## config.mk

```make
export PLATFORM = sky130hd
export DESIGN_NAME = serial_addsub_ctrl
export DESIGN_NICKNAME = d
export VERILOG_FILES = /design/src/rtl/serial_addsub_pkg.sv /design/src/rtl/serial_addsub_ctrl_cell.sv /design/src/rtl/serial_addsub_ctrl.sv
export SDC_FILE = /design/constraint.sdc
export NUM_CORES = 1
export LEC_CHECK = 0
export CORE_UTILIZATION = 25
export CTS_CLUSTER_DIAMETER = 80
export DETAILED_ROUTE_END_ITERATION = 6
export GPL_TIMING_DRIVEN = 1
export HOLD_SLACK_MARGIN = 0.1
export PLACE_DENSITY = 0.42
export SETUP_SLACK_MARGIN = 0.05
export SKIP_CTS_REPAIR_TIMING = 1
export SLEW_MARGIN = 20
export SYNTH_ARGS = -nofsm -noshare
export SYNTH_HDL_FRONTEND = slang
export SYNTH_SLANG_ARGS = --single-unit
export TNS_END_PERCENT = 30
```

## constraint.sdc

```tcl
create_clock -name clk -period 4.7 [get_ports clk]
set_input_delay 0.94 -clock clk [delete_from_list [all_inputs] [get_ports clk]]
set_output_delay 0.94 -clock clk [all_outputs]
set_load 0.01 [all_outputs]
```

## src/rtl/serial_addsub_pkg.sv

```systemverilog
// serial_addsub_pkg: FSM state encoding shared by the bit-serial add/sub controller
package serial_addsub_pkg;
    localparam int STATE_W = 2;
    localparam logic [STATE_W-1:0] IDLE = 2'd0;
    localparam logic [STATE_W-1:0] RUN  = 2'd1;
    localparam logic [STATE_W-1:0] DONE = 2'd2;
endpackage

```

## src/rtl/serial_addsub_ctrl_cell.sv

```systemverilog
// addsub_cell: combinational 1-bit full adder that inverts b itself when sub is set
module addsub_cell (
    input  logic a,
    input  logic b,
    input  logic cin,
    input  logic sub,
    output logic cout,
    output logic s
);
    logic bx;
    assign bx   = b ^ sub;
    assign s    = a ^ bx ^ cin;
    assign cout = (a & bx) | (a & cin) | (bx & cin);
endmodule

```

## src/rtl/serial_addsub_ctrl.sv

```systemverilog
// serial_addsub_ctrl: LSB-first bit-serial add/sub sequencer; SERIAL_ADDSUB_OVF_EN enables signed overflow
module serial_addsub_ctrl
    import serial_addsub_pkg::*;
#(
    parameter int WIDTH = 8
) (
    input  logic             clk,
    input  logic             rst_n,
    input  logic             start,
    input  logic             sub,
    input  logic [WIDTH-1:0] a,
    input  logic [WIDTH-1:0] b,
    output logic             busy,
    output logic             done,
    output logic [WIDTH-1:0] result,
    output logic             cout,
    output logic             overflow
);
    localparam int CNT_W = $clog2(WIDTH);
    logic [STATE_W-1:0] state;
    logic [CNT_W-1:0]   cnt;
    logic [WIDTH-1:0]   a_sh, b_sh, r_sh;
    logic               sub_l, carry, s, co, is_last;
    addsub_cell u_cell (
        .a   (a_sh[0]),
        .b   (b_sh[0]),
        .cin (carry),
        .sub (sub_l),
        .cout(co),
        .s   (s)
    );
    assign is_last = cnt == CNT_W'(WIDTH - 1);
    assign busy    = state != IDLE;
    assign done    = state == DONE;
    always_ff @(posedge clk or negedge rst_n) begin
        if (!rst_n) begin
            state  <= IDLE;
            cnt    <= '0;
            a_sh   <= '0;
            b_sh   <= '0;
            r_sh   <= '0;
            sub_l  <= 1'b0;
            carry  <= 1'b0;
            result <= '0;
            cout   <= 1'b0;
        end else if (state == IDLE) begin
            if (start) begin
                state <= RUN;
                a_sh  <= a;
                b_sh  <= b;
                sub_l <= sub;
                carry <= sub;
                cnt   <= '0;
            end
        end else if (state == RUN) begin
            a_sh  <= a_sh >> 1;
            b_sh  <= b_sh >> 1;
            r_sh  <= {s, r_sh[WIDTH-1:1]};
            carry <= co;
            cnt   <= is_last ? cnt : cnt + 1'b1;
            if (is_last) begin
                state  <= DONE;
                result <= {s, r_sh[WIDTH-1:1]};
                cout   <= co;
            end
        end else begin
            state <= IDLE;
        end
    end
`ifdef SERIAL_ADDSUB_OVF_EN
    // c_msb is the carry leaving bit WIDTH-2, i.e. the carry into the MSB
    logic c_msb;
    always_ff @(posedge clk or negedge rst_n) begin
        if (!rst_n) begin
            c_msb    <= 1'b0;
            overflow <= 1'b0;
        end else if (state == RUN) begin
            if (cnt == CNT_W'(WIDTH - 2)) c_msb <= co;
            if (is_last) overflow <= c_msb ^ co;
        end
    end
`else
    assign overflow = 1'b0;
`endif
endmodule

```

==> impl_metrics.py, run 1 <==
metrics = {
    "yosys": {
        "ys.flop_type": "dfrtp_1",
        "ys_seq_area_share_pct": 57.2,
        "synth-edff-count": 0,
        "ys_warn_count": 0,
        "syn_inst": 142,
        "synth_top_family_by_area": "compound AO/OA/AOI/OAI gates",
        "synthXorXnorAreaFrac_pct": 0.514,
        "async_flop_share_pct": 100,
        "syn_area_um2": 1710,
        "ys_ff_latch": 39,
        "synth-simple-area-share_pct": 6.60,
        "avgSynthCellArea_um2": 12.0,
        "synth_fa_ha_area_share_pct": 2.64,
        "syn-num-nets": 165,
        "synthMuxAreaShare_pct": 9.24,
        "synth_compound_area_share_pct": 18.4,
        "ys_types": 30,
    },
    "detailed_routing": {
        "wl_per_cell_um": 14.9,
        "detailroute.via_count": 1192,
        "viasPerCell": 4.85,
        "drc": 0,
        "detail_route.iter0.violations": 68,
        "drtPass1Iterations": 4,
        "final_antenna_net_count": 0,
        "totalWireLength_mm": 3.67,
    },
    "finish": {
        "syn_to_final_growth_pct": 24.9,
        "n_antenna_cell": 0,
        "nets": 191,
        "drive_above_1_share_pct": 14.2,
    },
    "run": {
        "drv_cap": 0,
    },
    "pwr": {
        "ir_drop_mv": 0.178,
        "finalPower_w": 0.00138,
        "powerDensity_nw_per_um2": 649,
        "total_leakage_power_nw": 0.884,
    },
    "critical_path": {
        "cp.arrival_ns": 1.81,
        "critical_path.cell_chain": "inv_1 -> nor2_1 -> clkdlybuf4s50_1",
        "slowest_delay_ns": 0.55,
        "crit_family": "buffers and inverters",
        "crit_buf_inv": 2,
        "slowest_stage": "clkdlybuf4s50_1",
        "critPathRequiredTime_ns": 3.76,
        "cp_max_fo": 14,
        "crit_path_end_kind": "output pin",
        "start_kind": "flop",
        "worst-setup-path-type": "reg -> out",
    },
    "sta": {
        "setup_viol": 0,
        "rsz0062_at_grt": "no",
        "worstMarginPinSlew_ns": 0.865,
        "drv_slew": 0,
        "slew_headroom_pct": 42.3,
        "finalClockSkew_ns": 0.00986,
        "whs_ns": 0.495,
        "period_minus_slack_ns": 2.75,
        "fin_setup_tns_ns": 0,
        "max_freq_mhz": 364,
        "period_share_pct": 58.5,
        "hold_viol_final": 0,
    },
    "clocking": {
        "cts.path.max_buffers": 2,
        "clk_pin_slew_ns": 0.08,
        "cts_tree": "done",
        "cts_made_buffers": 5,
        "h-tree-depth": 2,
        "cts-root-buf": "clkbuf_8",
        "clkLatencyLatePin_ns": 0.30,
        "clock-sinks": 39,
    },
    "placement": {
        "dpl.hpwl_mm": 2.59,
        "port_buffers": 30,
        "gp_congestion": 0.751,
    },
    "grt": {
        "antenna_found_initial": 0,
        "grtUsageTotal_pct": 11.3,
        "grt_overflow": 0,
        "met1_usage_pct": 14.6,
        "grt_max_degree": 40,
        "use_met3_pct": 3.44,
        "grt_pass1_vias": 1250,
        "grtUsageMet2_pct": 17.8,
        "grt-busiest-layer": "met2",
        "grt_pass1_wl_mm": 6.22,
    },
    "status": {
        "status": "completed",
    },
    "floorplanning": {
        "rows": 29,
        "start_util_pct": 26.4,
        "core_um2": 6460,
        "die_area_um2": 7160,
        "fp.dieW_um": 84.6,
        "ios": 32,
        "die_height_um": 84.6,
    },
    "worst_hold_path": {
        "min_path_type": "reg -> reg",
    },
}
==> registers in the layout, summed over array words and instances (netlist names) <==
signal and flops:
a_sh 8, b_sh 8, carry 1, cnt 3
cout 1, r_sh 7, result 8, state 2
sub_l 1
==> routing by layer <==
metal | wire length, um | up-vias
met5 | 0 | -
met4 | 65 | 0
met3 | 149 | 7
met2 | 1720 | 30
met1 | 1730 | 589
li1 | - | 566
==> synth_stat cells, drive strengths merged (3+ instances only) <==
master	instances	area (um2)
nand3b	3	22.5
a21oi	8	40.0
o21ai	5	25.0
mux2	14	158
clkbuf	4	15.0
dfrtp	39	976
inv	6	22.5
nor2	3	11.3
buf	7	50.1
o22ai	18	113
nand2	7	26.3
a2bb2oi	6	52.6
nand2b	4	25.0
==> tightest hold or removal path, delay by kind of cell, from the launching register on <==
family          cells  cell delay (ns)
flops               1             0.35
simple gates        1             0.05
compound gates      1             0.06
==> cells by family after synthesis <==
| family | count (synthesis) |
|---|---|
| buf+inv | 17 |
| simple gates | 21 |
| other cells | 1 |
| compound gates | 46 |
| xor+xnor | 1 |
| mux | 14 |
| flops | 39 |
| fa+ha+maj | 3 |
==> path summary, 6_finish.rpt <==
path / from / endpoint / slack, ns / cells after the start
hold / removal: result[7]$_DFFE_PN0P_ / result[7]$_DFFE_PN0P_ / 0.49 / 2
setup reg to reg: cnt[0]$_DFFE_PN0P_ / result[4]$_DFFE_PN0P_ / 2.86 / 4
hold reg to reg: result[7]$_DFFE_PN0P_ / result[7]$_DFFE_PN0P_ / 0.49 / 2
setup / recovery: state[1]$_DFFE_PN0P_ / done / 1.95 / 3
max in group asynchronous: rst_n / cnt[2]$_DFFE_PN0P_ / 3.41 / 1
min in group asynchronous: rst_n / cnt[0]$_DFFE_PN0P_ / 0.75 / 1
==> per-stage QoR <==
step	area [um2]	util, %	instances	setup slack (ns)
final	2130	33.0	246	1.95
after global placement	2030	31.5	238	2.19
after CTS	2130	33.0	246	1.93
after global routing	2130	33.0	246	1.79
after floorplan	1710	-	142	2.77
after detailed placement	2030	31.5	238	2.16
==> cell usage in the layout (no fill, tap or decap), drive strengths merged, types with 3 or more instances in the layout <==
| cell | count |
|---|---|
| a21oi | 8 |
| a2bb2oi | 6 |
| clkbuf | 6 |
| clkdlybuf4s50 | 29 |
| dfrtp | 39 |
| inv | 6 |
| mux2 | 14 |
| nand2 | 7 |
| nand2b | 4 |
| nand3b | 3 |
| nor2 | 3 |
| o21ai | 5 |
| o22ai | 18 |
==> layout make-up <==
cell class,count,area [um2]
clock inverter,2,16.3
tap,77,96.3
fill,649,4330
clock buffer,6,82.6
multi-input combinational,86,642
timing repair buffer,30,295
sequential,39,976
inverter,6,22.5
==> where the power goes <==
part           switching (W)  internal, W  total [W]
clock               0.000124     0.000120   0.000244
combinational       0.000237     0.000294   0.000532
sequential          0.000111     0.000496   0.000607
total               0.000473     0.000910    0.00138
No activity file was read; power rests on OpenSTA's default activity.
==> inputs of run 2 (changes only) <==
--- a/config.mk
+++ b/config.mk
@@ -10,7 +10,7 @@
 export DETAILED_ROUTE_END_ITERATION = 6
 export GPL_TIMING_DRIVEN = 1
 export HOLD_SLACK_MARGIN = 0.1
-export PLACE_DENSITY = 0.42
+export PLACE_DENSITY = 0.44
 export SETUP_SLACK_MARGIN = 0.05
 export SKIP_CTS_REPAIR_TIMING = 1
 export SLEW_MARGIN = 20
==> constraint.sdc (replaced) <==
create_clock -name clk -period 2.45 [get_ports clk]
set_input_delay 0.49 -clock clk [delete_from_list [all_inputs] [get_ports clk]]
set_output_delay 0.49 -clock clk [all_outputs]
set_load 0.01 [all_outputs]
==> run 2 against run 1 <==
Worst hold slack got worse by 0.18 ns. Critical path type unchanged. Design area increased by 2.6%. Highest routed layer unchanged. Global-route usage increased by 0.17 points.
==> impl_metrics.py, run 2 (synthesis results as in run 1) <==
metrics = {
    "sta": {
        "worstMarginPinSlew_ns": 0.875,
        "period_minus_slack_ns": 2.16,
        "fin_setup_tns_ns": 0,
        "slew_headroom_pct": 41.7,
        "finalClockSkew_ns": 0.00534,
        "period_share_pct": 88.2,
        "max_freq_mhz": 463,
        "setup_viol": 0,
        "worst_slack_ns": 0.289,
        "rsz0062_at_grt": "no",
        "whs_ns": 0.317,
        "hold_viol_final": 0,
        "drv_slew": 0,
    },
    "critical_path": {
        "ff2ff_setup_slack_ns": 0.63,
        "crit_path_end_kind": "output pin",
        "cp_max_fo": 10,
        "rr_startpoint": "cnt[0]$_DFFE_PN0P_",
        "cp.arrival_ns": 1.67,
        "start_kind": "flop",
        "crit_start": "state[0]$_DFFE_PN0P_",
        "worst-setup-path-type": "reg -> out",
        "critPathRequiredTime_ns": 1.96,
    },
    "floorplanning": {
        "start_util_pct": 26.4,
        "die_area_um2": 7160,
        "die_height_um": 84.6,
        "ios": 32,
        "rows": 29,
        "fp.dieW_um": 84.6,
        "core_um2": 6460,
    },
    "finish": {
        "syn_to_final_growth_pct": 28.2,
        "n_antenna_cell": 0,
        "seq_area_um2": 976,
        "fin_util_pct": 33.9,
        "final_common_cell": "dfrtp_1",
        "reg_top3": "a_sh (8), b_sh (8), result (8)",
        "nFillCells": 663,
        "nets": 194,
        "drive_above_1_share_pct": 15.1,
        "final_cell_mix": "39 x dfrtp_1, 29 x clkdlybuf4s50_1, 18 x o22ai_1, 14 x mux2_2, 8 x a21oi_1",
        "multi_input_area_um2": 642,
    },
    "status": {
        "status": "completed",
    },
    "detailed_routing": {
        "drtPass1Iterations": 4,
        "wl_per_cell_um": 15.3,
        "detailroute.via_count": 1242,
        "drc": 0,
        "viasPerCell": 4.99,
        "detail_route.iter0.violations": 86,
        "final_antenna_net_count": 0,
        "totalWireLength_mm": 3.81,
    },
    "placement": {
        "port_buffers": 30,
        "dpl.hpwl_mm": 2.68,
        "gp_congestion": 0.810,
        "place_ws_ns": 0.597,
    },
    "grt": {
        "grt_max_degree": 40,
        "grt_overflow": 0,
        "antenna_found_initial": 0,
        "grtUsageTotal_pct": 11.5,
        "grt_pass1_wl_mm": 6.39,
        "grt_pass1_vias": 1300,
    },
    "pwr": {
        "total_leakage_power_nw": 0.916,
        "powerDensity_nw_per_um2": 1300,
        "ir_drop_mv": 0.472,
    },
    "clocking": {
        "cts.path.max_buffers": 2,
        "cts_made_buffers": 5,
        "cts_tree": "done",
        "clkLatencyLatePin_ns": 0.29,
        "clk_pin_slew_ns": 0.08,
        "h-tree-depth": 2,
        "clock-sinks": 39,
        "cts-root-buf": "clkbuf_8",
    },
    "run": {
        "drv_cap": 0,
    },
    "worst_hold_path": {
        "min_path_type": "in -> async",
    },
}
[run 2: where the power goes]
part,internal (W),total [W],switching [W]
sequential,0.000952,0.00118,0.000225
clock,0.000407,0.000631,0.000224
combinational,0.000577,0.00103,0.000457
total,0.00194,0.00284,0.000906
[run 2: routing by layer]
layer	share of wire (%)	wire [um]	track usage, %	up-vias
li1	-	-	-	581
met1	45	1730	14.8	622
met3	4.2	160	2.75	4
met5	0	0	0	-
met2	49	1870	18.8	35
met4	1.2	46	4.31	0
[run 2: final cells by class]
class / instances / area share (%)
Sequential cell: 39 / 44.6
Multi-Input combinational cell: 86 / 29.3
Timing Repair Buffer: 33 / 14.5
Tap cell: 77 / 4.41
Clock buffer: 6 / 3.32
Clock inverter: 2 / 2.75
Inverter: 6 / 1.03
[run 2: path summary, 6_finish.rpt]
kind / depth (start not counted) / end
setup / recovery: 4 / busy
hold reg to reg: 2 / carry$_DFFE_PN0P_
hold / removal: 1 / result[4]$_DFFE_PN0P_
max in group asynchronous: 1 / b_sh[3]$_DFFE_PN0P_
min in group clk: 2 / carry$_DFFE_PN0P_
setup reg to reg: 4 / result[3]$_DFFE_PN0P_
[run 2: critical path, stage by stage, from the launching register on]
cell and delay, ns:
dfrtp_1 0.55, nor2_1 0.09, buf_4 0.17, inv_1 0.05, clkdlybuf4s50_1 0.52
[run 2: stage by stage]
| step | instances | power, W | cell area, um2 |
|---|---|---|---|
| floorplan | 142 | 0.00186 | 1710 |
| global placement | 241 | 0.00221 | 2050 |
| detailed placement | 241 | 0.00223 | 2050 |
| CTS | 249 | 0.00287 | 2190 |
| global route | 249 | 0.00305 | 2190 |
| finish | 249 | 0.00284 | 2190 |
==> inputs of run 3 (changes only) <==
==> constraint.sdc (replaced) <==
create_clock -name clk -period 2.45 [get_ports clk]
set_input_delay 0.49 -clock clk [delete_from_list [all_inputs] [get_ports clk]]
set_output_delay 0.49 -clock clk [all_outputs]
set_load 0.1 [all_outputs]
==> run 3 against run 2 <==
Routed wire length up 1.9%. Clock power shrank 16%. Fmax is 4.1% higher. Utilization decreased by 0.74 points. Via count fell by 4.2%. Setup slack better by 0.086 ns. Largest power group is now combinational logic. Combinational power rose by 52%. Worst hold slack got worse by 0.0017 ns. Global-route usage increased by 0.23 points. Design area shrank 2.2%. Clock skew increased by 0.0020 ns.
==> impl_metrics.py, run 3 (synthesis results as in run 1) <==
metrics = {
    "placement": {
        "gp_congestion": 0.720,
        "dpl.hpwl_mm": 2.64,
        "port_buffers": 30,
    },
    "detailed_routing": {
        "route.met3.wl_um": 158,
        "detail_route.iter0.violations": 81,
        "final_antenna_net_count": 0,
        "routedLengthMet1_mm": 1.82,
        "top_layer": "met4",
        "dr_wl_met2_mm": 1.86,
        "drc": 0,
        "drtPass1Iterations": 6,
        "wl_per_cell_um": 15.7,
        "viasPerCell": 4.82,
        "totalWireLength_mm": 3.88,
        "detailroute.via_count": 1190,
    },
    "finish": {
        "multi_input_area_um2": 644,
        "fin_util_pct": 33.1,
        "reg_top3": "a_sh (8), b_sh (8), result (8)",
        "final_common_cell": "dfrtp_1",
        "nets": 192,
        "drive_above_1_share_pct": 21.8,
        "seq_area_um2": 976,
        "syn_to_final_growth_pct": 25.5,
        "n_antenna_cell": 0,
        "final_cell_mix": "39 x dfrtp_1, 18 x o22ai_1, 18 x clkdlybuf4s50_1, 14 x mux2_2, 11 x buf_4",
        "nFillCells": 653,
    },
    "sta": {
        "setup_viol": 0,
        "drv_slew": 0,
        "period_share_pct": 84.7,
        "hold_viol_final": 0,
        "rsz0062_at_grt": "no",
        "finalClockSkew_ns": 0.00732,
        "max_freq_mhz": 482,
        "period_minus_slack_ns": 2.08,
        "worstMarginPinSlew_ns": 0.880,
        "fin_setup_tns_ns": 0,
        "slew_headroom_pct": 41.3,
    },
    "critical_path": {
        "crit_path_end_kind": "output pin",
        "cp.arrival_ns": 1.59,
        "worst-setup-path-type": "reg -> out",
        "critPathRequiredTime_ns": 1.96,
        "cp_max_fo": 14,
        "start_kind": "flop",
    },
    "clocking": {
        "cts-root-buf": "clkbuf_8",
        "clkLatencyLatePin_ns": 0.29,
        "h-tree-depth": 2,
        "cts_made_buffers": 5,
        "clk_pin_slew_ns": 0.08,
        "cts.path.max_buffers": 2,
        "clock-sinks": 39,
        "cts_tree": "done",
    },
    "floorplanning": {
        "rows": 29,
        "core_um2": 6460,
        "start_util_pct": 26.4,
        "fp.dieW_um": 84.6,
        "die_height_um": 84.6,
        "ios": 32,
        "die_area_um2": 7160,
    },
    "status": {
        "status": "completed",
    },
    "grt": {
        "grt_overflow": 0,
        "grt_pass1_vias": 1295,
        "grtUsageTotal_pct": 11.7,
        "grt_max_degree": 40,
        "antenna_found_initial": 0,
        "grt_pass1_wl_mm": 6.51,
    },
    "pwr": {
        "total_leakage_power_nw": 0.916,
        "powerDensity_nw_per_um2": 1530,
        "ir_drop_mv": 0.561,
    },
    "run": {
        "drv_cap": 0,
    },
    "worst_hold_path": {
        "min_path_type": "in -> async",
    },
}
## run 3: changes by cell type in the layout (fill, tap and decap cells not counted)
cell and change:
clkdlybuf4s50_1 -11, buf_4 +8, buf_12 +1, bufinv_16 -1
clkbuf_1 -1, clkinv_2 +1, clkinv_4 +1, nor2_1 -1
nor2_2 +1
## run 3: cell type report
class	count	share of cell area (%)
Clock buffer	5	3.22
Clock inverter	3	2.05
Inverter	6	1.05
Multi-Input combinational cell	86	30.1
Sequential cell	39	45.6
Tap cell	77	4.50
Timing Repair Buffer	31	13.5
## run 3: final timing paths
| kind | slack [ns] | cells after the start | to | start |
|---|---|---|---|---|
| max | 0.37 | 3 | done | state[1]$_DFFE_PN0P_ |
| min | 0.32 | 1 | r_sh[6]$_DFFE_PN0P_ | rst_n |
| max reg2reg | 0.62 | 4 | result[1]$_DFFE_PN0P_ | cnt[0]$_DFFE_PN0P_ |
| min reg2reg | 0.50 | 2 | result[7]$_DFFE_PN0P_ | result[7]$_DFFE_PN0P_ |
| max in group asynchronous | 1.58 | 1 | b_sh[3]$_DFFE_PN0P_ | rst_n |
| min in group clk | 0.50 | 2 | result[7]$_DFFE_PN0P_ | result[7]$_DFFE_PN0P_ |
## run 3: stage by stage
stage / total power, W / hold slack, ns / cells / cell area, um2 / worst slack [ns]
after detailed placement: 0.00277 / 0.497 / 239 / 2030 / 0.580
after global placement: 0.00273 / 0.485 / 239 / 2030 / 0.603
after floorplan: 0.00241 / 0.194 / 142 / 1710 / 0.392
final: 0.00328 / 0.316 / 247 / 2140 / 0.375
after CTS: 0.00332 / 0.335 / 247 / 2140 / 0.349
after global routing: 0.00349 / 0.374 / 247 / 2140 / 0.241
## run 3: worst max-delay path: stages (launching register included)
cell and delay (ns):
dfrtp_1 0.55, inv_1 0.32, nor2_2 0.23, buf_12 0.20
## run 3: layer usage
metal,vias to the layer above,GRT usage [%]
met2,24,18.8
met5,-,0
met4,0,4.93
met1,591,14.6
met3,4,3.83
li1,571,-
## run 3: where the power goes
part	internal [W]	switching (W)
sequential	0.000952	0.000223
clock	0.000303	0.000229
combinational	0.000541	0.00103
